===== config.mk =====
export PLATFORM = sky130hd
export DESIGN_NAME = mod_cpu_clock_ctrl
export DESIGN_NICKNAME = d
export VERILOG_FILES = /design/src/rtl/mod_cpu_clock_ctrl.sv
export SDC_FILE = /design/constraint.sdc
export NUM_CORES = 1
export LEC_CHECK = 0
export ABC_AREA = 1
export CAP_MARGIN = 20
export CELL_PAD_IN_SITES_DETAIL_PLACEMENT = 0
export CELL_PAD_IN_SITES_GLOBAL_PLACEMENT = 1
export CORE_MARGIN = 3
export CORE_UTILIZATION = 40
export CTS_BUF_LIST = sky130_fd_sc_hd__clkbuf_8
export DETAILED_ROUTE_END_ITERATION = 6
export MAX_ROUTING_LAYER = met4
export PLACE_DENSITY = 0.73
export SYNTH_ARGS = -nofsm -noshare
export SYNTH_HDL_FRONTEND = slang
export SYNTH_SLANG_ARGS = --single-unit

===== constraint.sdc =====
create_clock -name clk -period 1.6 [get_ports clk]
set_input_delay 0.24 -clock clk [delete_from_list [all_inputs] [get_ports clk]]
set_output_delay 0.24 -clock clk [all_outputs]
set_load 0.01 [all_outputs]

===== src/rtl/mod_cpu_clock_ctrl.sv =====
// Run/single-step clock-enable controller: turns div_clk rising edges into one-cycle cpu_en pulses.
// Optional `CYCLE_COUNT_EN adds a 32-bit cycle_count output counting issued pulses.
module mod_cpu_clock_ctrl #(
    parameter int unsigned DEBOUNCE_CYCLES = 1000000,
    parameter int unsigned SYNC_STAGES     = 2
) (
    input  logic        clk,
    input  logic        reset,
    input  logic        div_clk,
    input  logic        step_btn,
    input  logic        run_sw,
    input  logic        halt,
    output logic        cpu_en,
    output logic        mode_run,
`ifdef CYCLE_COUNT_EN
    output logic        halted,
    output logic [31:0] cycle_count
`else
    output logic        halted
`endif
);

    localparam int unsigned CW = $clog2(DEBOUNCE_CYCLES);
    localparam logic [CW-1:0] CNT_MAX = CW'(DEBOUNCE_CYCLES - 1);

    typedef enum logic [2:0] {
        STEP_ARMED    = 3'd0,
        STEP_PEND     = 3'd1,
        STEP_WAIT_REL = 3'd2,
        RUN           = 3'd3,
        HALTED        = 3'd4
    } state_t;

    state_t state, state_next;

    // Index 0 is the step button, index 1 the run switch.
    logic [1:0]             raw_in;
    logic [SYNC_STAGES-1:0] sync_chain [2];
    logic [1:0]             synced;
    logic [1:0]             stable;
    logic [CW-1:0]          db_cnt [2];

    logic step_db, run_db, step_db_q, step_rise;
    logic div_s1, div_s2, tick;
    logic issue, cpu_en_next;

    assign raw_in = {run_sw, step_btn};

    for (genvar g = 0; g < 2; g++) begin : g_in
        always_ff @(posedge clk or negedge reset) begin
            if (!reset) begin
                sync_chain[g] <= '0;
            end else begin
                sync_chain[g] <= {sync_chain[g][SYNC_STAGES-2:0], raw_in[g]};
            end
        end

        assign synced[g] = sync_chain[g][SYNC_STAGES-1];

        always_ff @(posedge clk or negedge reset) begin
            if (!reset) begin
                db_cnt[g] <= '0;
                stable[g] <= 1'b0;
            end else if (synced[g] == stable[g]) begin
                db_cnt[g] <= '0;
            end else if (db_cnt[g] == CNT_MAX) begin
                stable[g] <= synced[g];
                db_cnt[g] <= '0;
            end else begin
                db_cnt[g] <= db_cnt[g] + 1'b1;
            end
        end
    end

    assign step_db = stable[0];
    assign run_db  = stable[1];

    always_ff @(posedge clk or negedge reset) begin
        if (!reset) begin
            step_db_q <= 1'b0;
            div_s1    <= 1'b0;
            div_s2    <= 1'b0;
        end else begin
            step_db_q <= step_db;
            div_s1    <= div_clk;
            div_s2    <= div_s1;
        end
    end

    assign step_rise = step_db & ~step_db_q;
    assign tick      = div_s1 & ~div_s2;

    // State register; status flags decode the next state so they track state exactly.
    always_ff @(posedge clk or negedge reset) begin
        if (!reset) begin
            state    <= STEP_ARMED;
            mode_run <= 1'b0;
            halted   <= 1'b0;
            cpu_en   <= 1'b0;
        end else begin
            state    <= state_next;
            mode_run <= (state_next == RUN);
            halted   <= (state_next == HALTED);
            cpu_en   <= cpu_en_next;
        end
    end

    always_comb begin
        state_next = state;
        if (halt) begin
            state_next = HALTED;
        end else begin
            case (state)
                HALTED:        state_next = HALTED;
                STEP_ARMED: begin
                    if (run_db)         state_next = RUN;
                    else if (step_rise) state_next = STEP_PEND;
                end
                STEP_PEND: begin
                    if (run_db)         state_next = RUN;
                    else if (tick)      state_next = STEP_WAIT_REL;
                end
                STEP_WAIT_REL: begin
                    if (run_db)         state_next = RUN;
                    else if (!step_db)  state_next = STEP_ARMED;
                end
                RUN: begin
                    if (!run_db)        state_next = STEP_ARMED;
                end
                default:       state_next = STEP_ARMED;
            endcase
        end
    end

    // A pending step is dropped when the run switch wins in the same cycle.
    always_comb begin
        issue = 1'b0;
        case (state)
            RUN:       issue = tick;
            STEP_PEND: issue = tick & ~run_db;
            default:   issue = 1'b0;
        endcase
        cpu_en_next = issue & ~halt;
    end

`ifdef CYCLE_COUNT_EN
    logic [31:0] cycle_cnt;

    always_ff @(posedge clk or negedge reset) begin
        if (!reset) begin
            cycle_cnt <= '0;
        end else if (cpu_en && state != HALTED) begin
            cycle_cnt <= cycle_cnt + 32'd1;
        end
    end

    assign cycle_count = cycle_cnt;
`endif

endmodule

==> results.sh <==
export IMPL_p_sw_mw=0.5781
export IMPL_status="finished, final reports clean"
export IMPL_grt_overflow=0
export IMPL_final_max_slew_viol_count=0
export IMPL_fin_worst_hold_slack_ns=0.3576
export IMPL_crit_start="db_cnt[0]"
export IMPL_io_buffers=8
export IMPL_synthCells=357
export IMPL_clock_power_share=0.348
export IMPL_core_area_um2=6832
export IMPL_layout_nets=387
export IMPL_setup_tns_ns=0
export IMPL_clockRootBuffer="clkbuf_8"
export IMPL_post_route_util=0.4744
export IMPL_cts_buffer_depth=2
export IMPL_wl_per_cell_um=11.31
export IMPL_dp_hpwl_um=3879
export IMPL_place_area_um2=3064
export IMPL_grt_use_total=0.1453
export IMPL_critPathLaunchType="flop"
export IMPL_drc=0
export IMPL_fillerInstances=706
export IMPL_final_antenna_net_count=0
export IMPL_place_gp_congestion=0.8468
export IMPL_dr_pass1_iters=4
export IMPL_clkTransAtPathRegs_ns=0.11
export IMPL_endpoint="db_cnt[17]"
export IMPL_swShare=0.2455
export IMPL_p_int_mw=1.777
export IMPL_cts_buffers=5
export IMPL_die_height_um=90.29
export IMPL_reg2reg_slack_ns=0.14
export IMPL_fin_crit_ns=1.460
export IMPL_ys_types=24
export IMPL_tightest_slew_ns=0.3641
export IMPL_die_area_um2=8151
export IMPL_yosysWarnings=0
export IMPL_yosysSeqAreaShare=0.4844
export IMPL_fmax_mhz=684.9
export IMPL_power_frac_seq=0.605
export IMPL_clk_latency_ns=0.31
export IMPL_rr_worst_depth=8
export IMPL_synth_area_um2=2841
export IMPL_vias=2190
export IMPL_final_area_um2=3241
export IMPL_diodes=0
export IMPL_grt_pass1_wl_um=9577
export IMPL_maxCapViolCount=0
export IMPL_power_frac_comb=0.047
export IMPL_antenna_found_initial=0
export IMPL_cts_tree="built"
export IMPL_worst_ir_drop_vdd_uv=356.3
export IMPL_max_slew_margin=0.7563
export IMPL_power_mw=2.355
export IMPL_drt_initial_drc_count=83
export IMPL_hold_viol=0
export IMPL_num_io_pins=9
export IMPL_reg2reg_to="db_cnt[17]"
export IMPL_die_x_um=90.29
export IMPL_p_leak_nw=1.404
export IMPL_cts_sinks=55
export IMPL_min_period_over_period=0.9125
export IMPL_critPathKind="flop to flop"
export IMPL_ys_seq_elements=55
export IMPL_finalSetupViolCount=0
export IMPL_worstPathMaxFanout=7
export IMPL_area_delta_synth_final_pct=14.05
export IMPL_htreeDepth=2
export IMPL_initial_utilization=0.4159
export IMPL_power_density_nw_per_um2=726.7
export IMPL_cp_end_kind="flop"
export IMPL_syn_nets=365
export IMPL_r2r_start="db_cnt[0]"
export IMPL_drive_above_1_share=0.1395
export IMPL_vias_per_cell=4.601
export IMPL_grt_max_degree=56
export IMPL_grt_pass1_vias=2077
export IMPL_num_rows=30
export IMPL_crit_arrival_ns=1.67
export IMPL_drt_total_wl_um=5383
export IMPL_postSynthAreaPerCell_um2=7.959
export IMPL_critical_path_required_ns=1.81
export IMPL_hold_class="input port to flop"
export IMPL_fin_worst_skew_ns=0.007187
[state kept, by name, summed over array words and instances, names as in the netlist]
register    flops
cpu_en          1
sync_chain      4
run_db          1
step_db_q       1
db_cnt         40
step_db         1
state           3
mode_run        1
div_s2          1
halted          1
div_s1          1
[kinds of logic (layout without fill, tap and decap cells)]
kind of cell / count (synthesis) / count (layout) / share of synthesized area
AOI/OAI and AO/OA: 15 / 15 / 0.02818
xor gates and xnor gates: 20 / 20 / 0.06429
adders and majority gates: 2 / 2 / 0.008805
buffers and inverters: 43 / 66 / 0.05944
DFF: 55 / 55 / 0.4844
and+or+nand+nor: 222 / 222 / 0.3549
[worst max-delay path, cell delays in order, from the launching register on]
cell and delay [ns]:
dfrtp_1 0.42, ha_2 0.20, nand2_2 0.09, nor3_4 0.21
nand3_2 0.14, nand2_4 0.14, inv_2 0.06, nand2_1 0.06
nor2_1 0.04
[synthesized netlist by cell type (all sizes together)]
| cell type | number | area (um2) |
|---|---|---|
| nand2 | 75 | 309.1 |
| a21o | 2 | 15.01 |
| ha | 2 | 25.02 |
| nand3 | 31 | 175.2 |
| o21ai | 7 | 35.03 |
| xnor2 | 8 | 77.58 |
| dfrtp | 55 | 1376 |
| inv | 41 | 153.9 |
| xor2 | 12 | 105.1 |
| nor3b | 1 | 7.510 |
| and2 | 1 | 6.260 |
| nor2 | 97 | 406.6 |
| nor3 | 10 | 60.06 |
| a21oi | 6 | 30.03 |
| nand4 | 7 | 43.79 |
| buf | 2 | 15.01 |
[repair_timing]
| item | in CTS | in global routing |
|---|---|---|
| setup endpoints to repair | 0 | 15 |
| gates resized for setup | 0 | 8 |
| hold buffers | 1 | 0 |
| setup buffers | 0 | 4 |
| hold endpoints to repair | 55 | 0 |
[how the worst min path moves through the flow]
stage	start	to	slack [ns]	depth (start not counted)
6_report	div_clk	div_s1	0.36	1
5_1_grt	run_sw	sync_chain[0]	0.34	1
4_1_cts	div_clk	div_s1	0.34	1
3_5_place_dp	reset	db_cnt[16]	0.27	2
3_3_place_gp	reset	db_cnt[12]	0.26	2
2_1_floorplan	reset	cpu_en	-0.06	0
[layer usage]
metal	GRT usage	part of all wire
met1	0.1999	0.50
met2	0.2234	0.46
met3	0.02500	0.023
met4	0.03827	0.015
met5	-	0
[placed cells by master, fill, tap and decap left out]
master / synthesis / layout
nor2_4: 2 / 5
xnor2_2: 1 / 1
dfrtp_1: 55 / 55
clkbuf_8: 0 / 5
clkinvlp_4: 0 / 1
nand2_4: 1 / 2
nand3_1: 27 / 26
nand3_2: 4 / 5
and2_1: 1 / 1
nor2_1: 84 / 84
nand2_2: 8 / 7
nor2_2: 11 / 8
inv_8: 0 / 1
buf_12: 0 / 1
nand2_1: 66 / 66
inv_2: 5 / 5
inv_6: 0 / 1
o21ai_0: 7 / 7
nor3_1: 8 / 8
a21oi_1: 6 / 6
xnor2_1: 7 / 7
clkdlybuf4s50_1: 0 / 7
xor2_1: 12 / 12
nand4_1: 7 / 7
nor3_4: 0 / 2
ha_2: 0 / 1
buf_4: 2 / 7
buf_2: 0 / 1
a21o_1: 2 / 2
ha_1: 2 / 1
dlygate4sd3_1: 0 / 1
inv_1: 36 / 36
nor3b_1: 1 / 1
[power groups by stage]
stage	combinational [mW]	sequential [mW]	clock (mW)
after floorplan	0.0433	1.45	0
after global placement	0.105	1.45	0
after detailed placement	0.105	1.45	0
after CTS	0.107	1.42	0.856
after global routing	0.130	1.43	0.909
final	0.110	1.42	0.821
[area by class of cell]
| cell class | instances | area [um2] | area share |
|---|---|---|---|
| well taps | 96 | 120.1 | 0.03707 |
| clock inverters | 3 | 27.53 | 0.008494 |
| flip-flops and latches | 55 | 1376 | 0.4247 |
| repair buffers | 17 | 157.7 | 0.04865 |
| clock buffers | 5 | 68.82 | 0.02124 |
| inverters | 41 | 153.9 | 0.04749 |
| multi-input cells | 259 | 1336 | 0.4124 |
[through the flow]
step	setup slack, ns	cells
after floorplan	0.2728	357
after global placement	0.07137	463
after detailed placement	0.05517	463
after CTS	0.02726	472
after global routing	-0.02036	476
final	0.1400	476
Power figures use the tool's default switching activity.
